**src/rtl/rr_priority_arbiter.sv**
```systemverilog
// Round-robin arbiter with a rotating priority pointer, registered one-hot and
// encoded grants, and hold-time preemption when other requesters are waiting.
module rr_priority_arbiter #(
    parameter int unsigned N        = 8,
    parameter int unsigned IDW      = 3,
    parameter int unsigned MAX_HOLD = 16
) (
    input  logic           clk,
    input  logic           rst_n,
    input  logic [N-1:0]   req,
    output logic [N-1:0]   gnt,
    output logic [IDW-1:0] gnt_id,
    output logic           gnt_valid,
    output logic           gnt_new
);

    localparam int unsigned HCW       = (MAX_HOLD > 2) ? $clog2(MAX_HOLD) : 1;
    localparam int unsigned HOLD_LAST = (MAX_HOLD == 0) ? 0 : MAX_HOLD - 1;
    localparam bit          PREEMPT   = (MAX_HOLD != 0);

    typedef enum logic {IDLE, GRANT} state_t;

    state_t           state, state_d;
    logic [IDW-1:0]   ptr, ptr_d;
    logic [HCW-1:0]   hold_cnt, hold_d;
    logic [N-1:0]     gnt_d;
    logic [IDW-1:0]   id_d;
    logic             valid_d;
    logic             new_d;
    logic [N-1:0]     masked_c;
    logic [IDW-1:0]   pick_req_c;
    logic [IDW-1:0]   pick_masked_c;

    // First set bit of cand scanning last+1, last+2, ... modulo N.
    function automatic logic [IDW-1:0] rr_pick(input logic [N-1:0] cand,
                                               input logic [IDW-1:0] last);
        logic [IDW-1:0] idx;
        logic [IDW-1:0] sel;
        sel = '0;
        for (int k = N; k >= 1; k--) begin
            idx = last + IDW'(k);
            if (cand[idx]) sel = idx;
        end
        return sel;
    endfunction

    always_comb begin
        masked_c      = req & ~gnt;
        pick_req_c    = rr_pick(req, ptr);
        pick_masked_c = rr_pick(masked_c, ptr);
    end

    always_ff @(posedge clk or negedge rst_n) begin
        if (!rst_n) begin
            state     <= IDLE;
            ptr       <= IDW'(N - 1);
            hold_cnt  <= '0;
            gnt       <= '0;
            gnt_id    <= '0;
            gnt_valid <= 1'b0;
            gnt_new   <= 1'b0;
        end else begin
            state     <= state_d;
            ptr       <= ptr_d;
            hold_cnt  <= hold_d;
            gnt       <= gnt_d;
            gnt_id    <= id_d;
            gnt_valid <= valid_d;
            gnt_new   <= new_d;
        end
    end

    always_comb begin
        state_d = state;
        ptr_d   = ptr;
        hold_d  = hold_cnt;
        gnt_d   = gnt;
        id_d    = gnt_id;
        valid_d = gnt_valid;
        new_d   = 1'b0;
        unique case (state)
            IDLE: begin
                if (|req) begin
                    state_d = GRANT;
                    ptr_d   = pick_req_c;
                    id_d    = pick_req_c;
                    gnt_d   = N'(1) << pick_req_c;
                    valid_d = 1'b1;
                    new_d   = 1'b1;
                    hold_d  = '0;
                end
            end
            GRANT: begin
                if (!req[gnt_id]) begin
                    // Release: hand over without a bubble if anyone else waits.
                    if (|req) begin
                        ptr_d  = pick_req_c;
                        id_d   = pick_req_c;
                        gnt_d  = N'(1) << pick_req_c;
                        new_d  = 1'b1;
                        hold_d = '0;
                    end else begin
                        state_d = IDLE;
                        gnt_d   = '0;
                        id_d    = '0;
                        valid_d = 1'b0;
                        hold_d  = '0;
                    end
                end else if (PREEMPT && hold_cnt == HCW'(HOLD_LAST) && |masked_c) begin
                    ptr_d  = pick_masked_c;
                    id_d   = pick_masked_c;
                    gnt_d  = N'(1) << pick_masked_c;
                    new_d  = 1'b1;
                    hold_d = '0;
                end else if (hold_cnt != HCW'(HOLD_LAST)) begin
                    hold_d = hold_cnt + HCW'(1);
                end
            end
            default: state_d = IDLE;
        endcase
    end

endmodule

```
**config.mk**
```make
export PLATFORM = sky130hd
export DESIGN_NAME = rr_priority_arbiter
export DESIGN_NICKNAME = d
export VERILOG_FILES = /design/src/rtl/rr_priority_arbiter.sv
export SDC_FILE = /design/constraint.sdc
export NUM_CORES = 1
export LEC_CHECK = 0
export ABC_CLOCK_PERIOD_IN_PS = 7100
export CORE_ASPECT_RATIO = 1.1
export CORE_MARGIN = 4
export CORE_UTILIZATION = 58
export CTS_CLUSTER_DIAMETER = 40
export DETAILED_ROUTE_END_ITERATION = 8
export GPL_TIMING_DRIVEN = 0
export HOLD_SLACK_MARGIN = 0.02
export PLACE_DENSITY = 0.86
export SLEW_MARGIN = 5
export SYNTH_ARGS = -nofsm -noshare
export SYNTH_HDL_FRONTEND = slang
export SYNTH_SLANG_ARGS = --single-unit
```
**constraint.sdc**
```tcl
create_clock -name clk -period 7.1 [get_ports clk]
set_clock_uncertainty 0.1 [all_clocks]
set_input_delay 1.42 -clock clk [delete_from_list [all_inputs] [get_ports clk]]
set_output_delay 1.42 -clock clk [all_outputs]
set_load 0.005 [all_outputs]
```
==> impl_metrics.tcl, run 1 <==
set metrics [dict create \
    wire_per_inst_um 21.92 \
    slew_headroom_pct 26.07 \
    ys_ff_latch 21 \
    dp_hpwl_um 6348 \
    placed_cells 387 \
    path_class "register to register" \
    worstReg2RegStart "ptr[1]" \
    finalSetupTns_ns 0 \
    synth_top_cells_by_area "mux4_2 22%, dfrtp_1 16%, mux2i_1 5.5%" \
    synth_fp_nets 324 \
    cp-startpoint "ptr[1]" \
    drive_gt1_share_pct 18.21 \
    die_area_mm2 0.006178 \
    rows 26 \
    finalInstanceArea_mm2 0.003207 \
    yosys.area.top_type "mux4_2" \
    cts_sinks 21 \
    synth_cell_types 67 \
    yosysWarnings 0 \
    drt_iter0_drc 408 \
    synthToLayoutAreaGrowth_pct 10.95 \
    max_clock_freq_ghz 0.2090 \
    yosysTopAreaCellShare_pct 21.82 \
    n_antenna_cell 0 \
    finalCritPeriodShare_pct 67.40 \
    die_h_um 82.04 \
    worst_slew_pin_slew_ns 1.102 \
    coreArea_mm2 0.004750 \
    h-tree-depth 1 \
    io_buffer_count 20 \
    clk_pin_slew_ns 0.08 \
    synth_area_mm2 0.002890 \
    synthTopCellsByCount "28 x mux4_2, 28 x nand2_1, 18 x dfrtp_1" \
    die_w_um 75.31 \
    gp_congestion 1.080 \
    worstSkewPairLatency_ns 0.26 \
    slew_viol_final 0 \
    cts_tree "yes" \
    postRouteAntennaNets 0 \
    grt_overflow_total 0 \
    antenna_found_initial 0 \
    required_ns 7.15 \
    cts_resized 0 \
    hold_viol 0 \
    place_area_mm2 0.003161 \
    hold_class "register to register" \
    status "finished clean" \
    cts_root_buf "clkbuf_8" \
    ys.flop_type "dfrtp_1" \
    stdcell_count 391 \
    hold_buffers 0 \
    post_cts_buffers 0 \
    rsz0062_at_grt "no" \
    grt_max_degree 22 \
    synth_edf_count 0 \
    start_kind "register" \
    reg2reg_depth 12 \
    period_needed_ns 4.786 \
    async_flop_share_pct 100.0 \
    finalWorstSetupSlack_ns 2.314 \
    avgSynthCellArea_um2 9.293 \
    vias 2965 \
    critical_path_peak_fanout 10 \
    arrival_ns 4.83 \
    r2r-end "gnt[1]" \
    initial_utilization_pct 60.85 \
    dp_slack_ns 2.218 \
    crit_end "gnt[1]" \
    drc 0 \
    reg2reg_setup_slack_ns 2.31 \
    setup_violations 0 \
    grt_pass1_vias 2976 \
    clock_path_buffers 2 \
    fin_nets 349 \
    cts_buffers 3 \
    track_usage_pct 29.81 \
    grt_pass1_wl_um 14300 \
    routed_via_density 7.583 \
    routed_wl_um 8572 \
    pin_count 23 \
    cp-end-kind "register" \
    first_pass_iters 5 \
    syn_inst 311 \
    drv_cap 0 \
    seq_area_frac_synth_pct 18.31 \
]
==> state kept, by name, summed over array words and instances, names as in the netlist <==
signal / count
ptr: 3
hold_cnt: 4
gnt_id: 3
gnt: 8
state: 1
gnt_new: 1
gnt_valid: 1
==> cells by family (layout without fill, tap and decap cells) <==
kind of cell             after synthesis  after routing  share of synthesized area [%]
adder cells (fa/ha/maj)                3              3                          1.299
AND/OR/NAND/NOR                      109            109                          20.56
buffers and inverters                 33             57                          5.151
flip-flops                            21             21                          18.31
XOR/XNOR                               3              3                          1.559
multiplexers                          52             52                          30.56
AO/OA/AOI/OAI                         90             90                          22.55
==> metrics by stage <==
| stage | hold slack, ns | util [%] |
|---|---|---|
| finish | 0.4236 | 67.52 |
| detailed placement | 0.4039 | 66.54 |
| floorplan | 0.3759 | - |
| global placement | 0.3965 | 66.54 |
| CTS | 0.4214 | 67.52 |
| global route | 0.4623 | 67.52 |
==> critical path, stage by stage (launching register included) <==
cell and delay (ns):
dfstp_2 0.60, clkinv_1 0.31, clkbuf_1 0.39, ha_1 0.38, buf_2 0.27, buf_2 0.29
mux4_2 0.34, mux2i_1 0.23, a211oi_1 0.26, a311oi_1 0.08, a211oi_1 0.94, nor3b_1 0.15
a221o_1 0.32
==> cell type report <==
| type | instances | area [um2] |
|---|---|---|
| fill | 379 | 1543 |
| tap | 56 | 70.07 |
| inverter | 10 | 37.54 |
| buffer | 23 | 111.4 |
| timing repair buffer | 20 | 200.2 |
| multi-input combinational | 257 | 2212 |
| sequential | 21 | 529.3 |
| clock buffer | 3 | 41.29 |
| clock inverter | 1 | 5.005 |
==> layout by cell type (no fill, tap or decap), types with 3 or more instances in the layout <==
master,count
nand2_1,28
mux4_2,28
clkdlybuf4s50_1,20
dfrtp_1,18
o21ai_0,17
mux2i_1,16
nor2_1,14
a21oi_1,14
clkbuf_1,12
nand2b_1,11
nand3_1,11
nor3_1,10
nor2b_1,8
o211ai_1,8
inv_1,7
mux2_2,7
a211oi_1,7
buf_2,6
a221o_1,5
nand3b_1,5
o22ai_1,4
a31oi_1,4
nor4_1,3
nor4bb_1,3
ha_1,3
clkbuf_8,3
dfstp_2,3
==> per-layer routing <==
| layer | vias to the layer above | global-route usage [%] | wire (um) |
|---|---|---|---|
| met5 | - | 0 | 0 |
| met4 | 0 | 14.51 | 316 |
| met3 | 37 | 5.875 | 823 |
| met2 | 208 | 47.58 | 4254 |
| met1 | 1427 | 38.37 | 3177 |
| li1 | 1293 | - | - |
==> worst min path at each step <==
| stage | startpoint | to | cells past startpoint |
|---|---|---|---|
| final | hold_cnt[1] | hold_cnt[1] | 2 |
| after global routing | gnt_id[2] | gnt_id[2] | 1 |
| after CTS | hold_cnt[1] | hold_cnt[1] | 2 |
| after detailed placement | hold_cnt[1] | hold_cnt[1] | 2 |
| after global placement | hold_cnt[1] | hold_cnt[1] | 2 |
| after floorplan | hold_cnt[1] | hold_cnt[1] | 2 |
Power of run 1 is left out: the tool's default activity adds up to more than one toggle a clock period on the data nets, which glitch-free logic cannot reach.
==> run 2: changes to the inputs <==
--- a/config.mk
+++ b/config.mk
@@ -5,15 +5,15 @@
 export SDC_FILE = /design/constraint.sdc
 export NUM_CORES = 1
 export LEC_CHECK = 0
-export ABC_CLOCK_PERIOD_IN_PS = 7100
+export ABC_CLOCK_PERIOD_IN_PS = 4300
 export CORE_ASPECT_RATIO = 1.1
 export CORE_MARGIN = 4
-export CORE_UTILIZATION = 58
+export CORE_UTILIZATION = 54
 export CTS_CLUSTER_DIAMETER = 40
 export DETAILED_ROUTE_END_ITERATION = 8
 export GPL_TIMING_DRIVEN = 0
 export HOLD_SLACK_MARGIN = 0.02
-export PLACE_DENSITY = 0.86
+export PLACE_DENSITY = 0.85
 export SLEW_MARGIN = 5
 export SYNTH_ARGS = -nofsm -noshare
 export SYNTH_HDL_FRONTEND = slang
==> constraint.sdc (replaced) <==
create_clock -name clk -period 4.3 [get_ports clk]
set_clock_uncertainty 0.1 [all_clocks]
set_input_delay 0.86 -clock clk [delete_from_list [all_inputs] [get_ports clk]]
set_output_delay 0.86 -clock clk [all_outputs]
set_load 0.005 [all_outputs]
==> run 2 against run 1 <==
Maximum frequency is 17% higher. Sequential share of layout area is 0.46 points lower. Critical path depth grew 1. Clock-buffer cell count unchanged. Register-to-register slack got worse by 2.1 ns. Hold slack lost 0.0011 ns. Final cell count increased by 4.9%. Die area is 6.6% higher. Setup slack worse by 2.1 ns. Final area grew 2.8%.
==> impl_metrics.tcl, run 2 (same netlist as run 1, synthesis figures left out) <==
set metrics [dict create \
    status "finished clean" \
    dr.max_layer_used "met4" \
    h-tree-depth 1 \
    track_usage_pct 27.06 \
    cts_sinks 21 \
    die_w_um 77.76 \
    cts_buffers 3 \
    drive_gt1_share_pct 21.30 \
    setup_violations 0 \
    critical_path_peak_fanout 10 \
    finalSetupTns_ns 0 \
    drt-met1-wl_um 3263 \
    cp_top_family "compound AO/OA/AOI/OAI gates" \
    fin_nets 352 \
    die_area_mm2 0.006588 \
    finalCritPeriodShare_pct 94.86 \
    period_needed_ns 4.079 \
    io_buffer_count 20 \
    clk_pin_slew_ns 0.08 \
    initial_utilization_pct 56.66 \
    reg_top3 "gnt x8, hold_cnt x4" \
    regMostFlops "gnt" \
    cts_root_buf "clkbuf_8" \
    hold_viol 0 \
    vias 2968 \
    routed_via_density 7.239 \
    coreArea_mm2 0.005101 \
    drt_iter0_drc 481 \
    start_kind "register" \
    crit_buf_inv 5 \
    crit_top_cell "buf_2" \
    required_ns 4.41 \
    grt_overflow_total 0 \
    cts_tree "yes" \
    grt_max_degree 22 \
    drv_cap 0 \
    hold_class "register to register" \
    gp_congestion 0.9641 \
    wl_met3_um 800 \
    arrival_ns 4.19 \
    max_clock_freq_ghz 0.2451 \
    wire_per_inst_um 21.08 \
    rows 27 \
    regArea_um2 529.3 \
    rsz0062_at_grt "no" \
    pin_count 23 \
    n_antenna_cell 0 \
    final_cell_mix "28 x nand2_1, 28 x mux4_2, 20 x clkdlybuf4s50_1, 18 x dfrtp_1, 17 x o21ai_0" \
    routed_wl_um 8643 \
    cp-end-kind "register" \
    postRouteAntennaNets 0 \
    path_class "register to register" \
    largest_register_ffs 8 \
    nFillCells 391 \
    first_pass_iters 7 \
    slew_viol_final 0 \
    synthToLayoutAreaGrowth_pct 14.11 \
    wl_met2_um 4268 \
    clock_path_buffers 2 \
    die_h_um 84.73 \
    worst_slew_pin_slew_ns 0.9409 \
    dp_hpwl_um 6363 \
    grt_pass1_vias 2883 \
    antenna_found_initial 0 \
    grt_pass1_wl_um 14500 \
    multiInputGateArea_mm2 0.002253 \
    cp_slowest_cell "mux4_2" \
    slew_headroom_pct 37.08 \
    drc 0 \
    worstSkewPairLatency_ns 0.26 \
    path_cells "buf_2 -> inv_1 -> buf_2 -> ha_1 -> buf_2 -> inv_2 -> mux4_2 -> a221oi_1 -> a211oi_1 -> a211oi_1 -> nor2_1 -> o21ai_0 -> mux2_2" \
    slowest_delay_ns 0.59 \
]
## run 2: changes by cell type in the layout (fill, tap and decap cells not counted), sizes merged
| cell | delta |
|---|---|
| clkinvlp | +1 |
| clkinv | -1 |
| clkbuf | -1 |
| buf | +4 |
## run 2: per-stage QoR
step / cells / hold WS, ns / area (um2) / setup slack (ns) / util (%)
2_1_floorplan: 311 / 0.3759 / 2890 / 0.5822 / -
3_3_place_gp: 403 / 0.3952 / 3181 / -0.2353 / 62.35
3_5_place_dp: 403 / 0.4127 / 3181 / -0.2770 / 62.35
4_1_cts: 407 / 0.4331 / 3242 / 0.1711 / 63.55
5_1_grt: 410 / 0.4759 / 3298 / 0.007483 / 64.66
6_report: 410 / 0.4225 / 3298 / 0.2208 / 64.66
## run 2: final timing paths
| check | from | end | slack, ns | depth (start not counted) |
|---|---|---|---|---|
| worst min-delay path | hold_cnt[1] | hold_cnt[1] | 0.42 | 2 |
| max in group asynchronous | rst_n | gnt[3] | 2.51 | 1 |
| worst max register to register | ptr[0] | gnt_id[2] | 0.22 | 13 |
| min in group asynchronous | rst_n | gnt[5] | 1.02 | 1 |
| worst max-delay path | ptr[0] | gnt_id[2] | 0.22 | 13 |
| worst min register to register | hold_cnt[1] | hold_cnt[1] | 0.42 | 2 |
## run 2: repair_timing
action,CTS,global route
setup buffers,0,4
gates cloned,0,0
endpoints found under the setup margin,14,10
hold endpoints to repair,0,0
resized for setup,5,5
hold buffers,0,0
pin swaps,0,1
## run 2: worst reg2reg max path, delay by kind of cell, from the launching register on
| family | cells | cell delay, ns |
|---|---|---|
| AOI/OAI and AO/OA | 4 | 1.23 |
| adders and majority gates | 1 | 0.31 |
| buffers and inverters | 5 | 0.90 |
| DFF | 1 | 0.54 |
| muxes | 2 | 0.80 |
| and+or+nand+nor | 1 | 0.14 |
## run 2: layer usage
layer	vias to the layer above	GRT usage, %
met5	-	0
met3	40	3.755
met2	207	45.33
li1	1302	-
met4	0	13.27
met1	1419	34.11
## run 2: final cells by class
class	count	area share (%)
tap	72	2.731
clock inverter	1	0.2276
multi-input combinational	257	68.32
timing repair buffer	24	6.980
buffer	22	3.263
inverter	10	1.176
clock buffer	3	1.252
sequential	21	16.05
Power of run 2 is left out for the same reason.
